$ cat src/rtl/call_stack_pkg.sv
// Shared constants and types for the hardware call/return stack.
package call_stack_pkg;

  localparam int DEF_WIDTH = 8;
  localparam int DEF_DEPTH = 8;
  localparam int DEF_PTR_W = $clog2(DEF_DEPTH);

  // Operation decoded from {push, pop}; the encoding matches that bit pair.
  typedef enum logic [1:0] {
    OP_NONE = 2'b00,
    OP_POP  = 2'b01,
    OP_PUSH = 2'b10,
    OP_TAIL = 2'b11
  } op_e;

endpackage

$ cat src/rtl/call_stack_ram.sv
// Return-address storage: one synchronous write port, one asynchronous read
// port, no reset (contents above the live count are never exposed).
module stack_ram #(
  parameter int WIDTH = 8,
  parameter int DEPTH = 8,
  parameter int AW    = $clog2(DEPTH)
) (
  input  logic             clk,
  input  logic             we,
  input  logic [AW-1:0]    waddr,
  input  logic [WIDTH-1:0] wdata,
  input  logic [AW-1:0]    raddr,
  output logic [WIDTH-1:0] rdata
);

  logic [WIDTH-1:0] mem [DEPTH];

  // Write the addressed entry on the rising edge when enabled.
  always_ff @(posedge clk) begin
    if (we) mem[waddr] <= wdata;
  end

  assign rdata = mem[raddr];

endmodule

$ cat src/rtl/call_stack.sv
// Hardware call/return stack: saves pc_in+1 on a call, hands the top entry
// back to the PC on a return, with sticky overflow/underflow flags.
module call_stack
  import call_stack_pkg::*;
#(
  parameter int WIDTH = DEF_WIDTH,
  parameter int DEPTH = DEF_DEPTH
) (
  input  logic             clk,
  input  logic             rst_n,
  input  logic             push,
  input  logic             pop,
  input  logic [WIDTH-1:0] pc_in,
  input  logic             clr_err,
  output logic [WIDTH-1:0] data,
  output logic             PCincr,
  output logic             empty,
  output logic             full,
  output logic             overflow,
  output logic             underflow
);

  localparam int AW = $clog2(DEPTH);
  localparam int CW = AW + 1;   // count spans 0..DEPTH inclusive

  logic [CW-1:0]    count, cnt_nxt;
  logic [AW-1:0]    top_idx;
  logic [AW-1:0]    waddr;
  logic             we;
  logic             ovf_set, udf_set;
  logic [WIDTH-1:0] rdata;
  op_e              op;

  // Return address is the instruction after the call, wrapping modulo 2^WIDTH.
  function automatic logic [WIDTH-1:0] ret_addr(input logic [WIDTH-1:0] pc);
    return pc + WIDTH'(1);
  endfunction

  assign op      = op_e'({push, pop});
  assign empty   = (count == '0);
  assign full    = (count == CW'(DEPTH));
  // At count == DEPTH the low bits are 0, so subtracting 1 wraps to DEPTH-1.
  assign top_idx = count[AW-1:0] - AW'(1);

  // Decode the requested operation into a RAM write, next count and error sets.
  always_comb begin
    we      = 1'b0;
    waddr   = count[AW-1:0];
    cnt_nxt = count;
    ovf_set = 1'b0;
    udf_set = 1'b0;
    unique case (op)
      OP_PUSH: begin
        if (!full) begin
          we      = 1'b1;
          cnt_nxt = count + CW'(1);
        end else begin
          ovf_set = 1'b1;
        end
      end
      OP_POP: begin
        if (!empty) cnt_nxt = count - CW'(1);
        else        udf_set = 1'b1;
      end
      OP_TAIL: begin
        we = 1'b1;
        if (!empty) begin
          waddr = top_idx;        // tail call overwrites the top in place
        end else begin
          cnt_nxt = count + CW'(1);
          udf_set = 1'b1;
        end
      end
      default: ;
    endcase
  end

  // Count and sticky flags; a new error in the clearing cycle keeps the flag set.
  always_ff @(posedge clk or negedge rst_n) begin
    if (!rst_n) begin
      count     <= '0;
      overflow  <= 1'b0;
      underflow <= 1'b0;
    end else begin
      count     <= cnt_nxt;
      overflow  <= (overflow  & ~clr_err) | ovf_set;
      underflow <= (underflow & ~clr_err) | udf_set;
    end
  end

  stack_ram #(
    .WIDTH (WIDTH),
    .DEPTH (DEPTH),
    .AW    (AW)
  ) u_ram (
    .clk   (clk),
    .we    (we & rst_n),
    .waddr (waddr),
    .wdata (ret_addr(pc_in)),
    .raddr (top_idx),
    .rdata (rdata)
  );

  assign data   = empty ? '0 : rdata;
  assign PCincr = ~(pop & ~empty);

endmodule

$ cat config.mk
export PLATFORM = sky130hd
export DESIGN_NAME = call_stack
export DESIGN_NICKNAME = d
export VERILOG_FILES = /design/src/rtl/call_stack_pkg.sv /design/src/rtl/call_stack_ram.sv /design/src/rtl/call_stack.sv
export SDC_FILE = /design/constraint.sdc
export NUM_CORES = 1
export LEC_CHECK = 0
export CORE_AREA = 2 2 81 83
export CTS_BUF_LIST = sky130_fd_sc_hd__clkbuf_8
export CTS_CLUSTER_SIZE = 8
export DETAILED_ROUTE_END_ITERATION = 6
export DIE_AREA = 0 0 83 85
export GPL_TIMING_DRIVEN = 0
export HOLD_SLACK_MARGIN = 0.1
export PLACE_DENSITY_LB_ADDON = 0.1
export SLEW_MARGIN = 15
export SYNTH_ARGS = -nofsm -noshare
export SYNTH_HDL_FRONTEND = slang
export SYNTH_SLANG_ARGS = --single-unit
export TNS_END_PERCENT = 50
$ cat constraint.sdc
create_clock -name clk -period 8.2 [get_ports clk]
set_clock_uncertainty 0.2 [all_clocks]
set_input_delay 0.82 -clock clk [delete_from_list [all_inputs] [get_ports clk]]
set_output_delay 0.82 -clock clk [all_outputs]
set_load 0.02 [all_outputs]
==> flow_summary.ini <==
[route]
dr.pass1.iters = 4
via_per_inst = 5.74
wirelength_um = 6240
drt_iter0_drc = 136
via_count = 1775
postRouteAntennaNets = 0
routedWlPerCell_um = 20.2
drc = 0

[global_routing]
grtUsageTotal_pct = 18.8
grt_pass1_vias = 1823
antenna_found_initial = 0
grt_max_degree = 13
grt_pass1_wl_um = 9800
overflow = 0

[timing]
slew_violations = 0
slew_headroom_pct = 33.2
tightest_slew_ns = 0.998
min_period_ns = 4.02
finalCritPeriodShare_pct = 49.1
setup_tns_ns = 0
rsz0062_at_grt = no
hold_viol_final = 0
max_freq_ghz = 0.249
finalSetupViolCount = 0

[synthesis]
syn_area_um2 = 3160
synth_edf_count = 64
synth_top_area_share_pct = 60.8
ys_ff_latch = 70
synthCells = 193
syn-num-nets = 209
synth_area_leader_cell = edfxtp_1
synth.area.top_cells = edfxtp_1 (61%), mux4_1 (6.6%), mux4_2 (5.7%)
synthArstFlopShare_pct = 8.57
avgSynthCellArea_um2 = 16.4
synth_warnings = 0
synthFlopType = edfxtp_1
ys_seq_area_share_pct = 65.5
synth_cell_types = 41

[finish]
multiInputGateArea_um2 = 968
utilization_pct = 58.9
final_cells = 309
n_antenna_cell = 0
n_fill_cell = 492
drive_gt1_share_pct = 16.8
fin_nets = 243
seq_area_um2 = 2070
area_growth_pct = 15.6
final_area_um2 = 3650

[floorplan]
core-area_um2 = 6200
start_util_pct = 51.0
ioPinCount = 26
fp.dieH_um = 85
row_count = 29
die_x_um = 83
dieArea_um2 = 7060

[setup_path]
cp.buffers_inverters = 5
critical-path-top-delay-family = buffers and inverters
startpoint_type = register
cp.required_ns = 7.18
crit_type = reg -> out
crit_fanout = 10
worst_ep_arrival_time_ns = 3.00
crit_chain = buf_6 > buf_6 > inv_1 > ha_1 > dlymetal6s2s_1 > mux4_1 > o21ai_0 > nand2_1 > clkdlybuf4s50_1
cpMostUsedCell = buf_6
cp_slowest_cell = clkdlybuf4s50_1
r2r-start = count[0]$_DFFE_PN0P_
r2r-end = u_ram.mem[6][6]$_DFFE_PP_
regToRegSetupSlack_ns = 4.92
reg2reg_depth = 9
slowest_delay_ns = 0.54
cp-end-kind = output pin
startpoint = count[0]$_DFFE_PN0P_

[clocking]
clockBufferDepth = 2
cts_tree = yes
cts-htree-levels = 3
cts_setup_buffers = 0
numClockSinks = 70
clock-root-buffer = clkbuf_8
ctsResizeCount = 0
numCtsBuffers = 9
ctsHoldBuffers = 0
path_clk_slew_ns = 0.07
clk-insertion-delay-late_ns = 0.33

[power]
power_density_nw_per_um2 = 356
max-vdd-ir-drop_uv = 186
finalPower_mw = 1.30
power.leakage_nw = 1.26

[place]
placedCellCount = 293
placed_area_um2 = 3490
port_buffers = 23
hpwl_um = 4120
gp_congestion = 0.770

[min_path]
hold_path.class = reg -> reg
worstHoldEndpoint = underflow$_DFF_PN0_
hp-start = underflow$_DFF_PN0_
hold_depth = 2

[run_status]
status = finished, final reports clean

[job]
drv_cap = 0
-- sequential cells by signal, summed over array words and instances, names as in the netlist --
| name | flops |
|---|---|
| overflow | 1 |
| count | 4 |
| underflow | 1 |
| u_ram.mem | 64 |
-- worst max-delay path by stage --
stage / slack [ns] / end / depth (start not counted)
floorplan: 5.37 / data[4] / 8
global placement: 4.56 / data[4] / 9
detailed placement: 4.49 / data[4] / 9
CTS: 4.12 / data[4] / 9
global route: 3.97 / data[3] / 9
finish: 4.18 / data[5] / 9
-- metrics by stage --
step	setup slack, ns	hold WS, ns
after detailed placement	4.49	0.341
after global routing	3.97	0.394
after global placement	4.56	0.315
final	4.18	0.348
after floorplan	5.37	0.324
after CTS	4.12	0.352
-- worst register-to-register path: cells and delay by family (launching register included) --
kind	cells	cell delay, ns
buffers and inverters	4	0.57
DFF	1	0.37
and+or+nand+nor	3	1.36
adders and majority gates	1	0.31
AOI/OAI and AO/OA	1	0.10
-- cell type report --
type | count | area share (%)
multi-input combinational | 107 | 26.5
inverter | 6 | 0.650
tap | 77 | 2.64
sequential | 70 | 56.7
clock buffer | 9 | 3.39
timing repair buffer | 23 | 6.30
buffer | 10 | 2.67
clock inverter | 7 | 1.16
-- report_power, final --
group	internal [mW]	switching, mW
clock	0.107	0.128
sequential	0.434	0.0184
combinational	0.291	0.321
-- logic make-up after synthesis --
family          synth area share, %
flops                          65.5
simple gates                   8.27
compound gates                 4.67
mux                            13.5
buf+inv                        3.84
xor+xnor                       3.05
fa+ha+maj                      1.19
-- layout by cell type, fill, tap and decap left out, types with 2 or more instances in the layout --
cell / n
nor4_1: 2
buf_4: 3
clkinv_2: 4
nor4b_1: 2
xnor2_1: 6
a31oi_1: 4
nor2_1: 12
dfrtp_1: 6
clkinvlp_4: 2
clkbuf_8: 9
mux4_2: 8
mux2i_1: 2
clkdlybuf4s50_1: 23
xor2_1: 5
nor3_1: 2
ha_1: 3
o21ai_0: 18
inv_1: 6
nand2_1: 13
edfxtp_1: 64
mux4_1: 8
buf_6: 3
nand3_1: 4
and2_1: 2
-- synthesized netlist by cell type, types with 2 or more instances --
cell type and n:
inv_1 5, buf_6 3, nor2_1 12, o21ai_0 18, nor3_1 2, nand3_1 4, and2_1 2, mux4_2 8
xor2_1 5, dfrtp_1 6, ha_1 3, edfxtp_1 64, xnor2_1 6, nor4b_1 2, mux4_1 8, a31oi_1 4
nand2_1 13, mux2i_1 2, nor4_1 2, buf_4 3
-- per-layer routing --
layer | up-vias | GRT usage (%) | share of wire [%] | wire, um
met5 | - | 0 | 0 | 0
met4 | 0 | 7.45 | 0.59 | 37
met3 | 4 | 4.57 | 4.2 | 264
met2 | 48 | 28.8 | 51 | 3150
met1 | 904 | 26.4 | 45 | 2780
li1 | 819 | - | - | -
No activity file was read; power rests on OpenSTA's default activity.
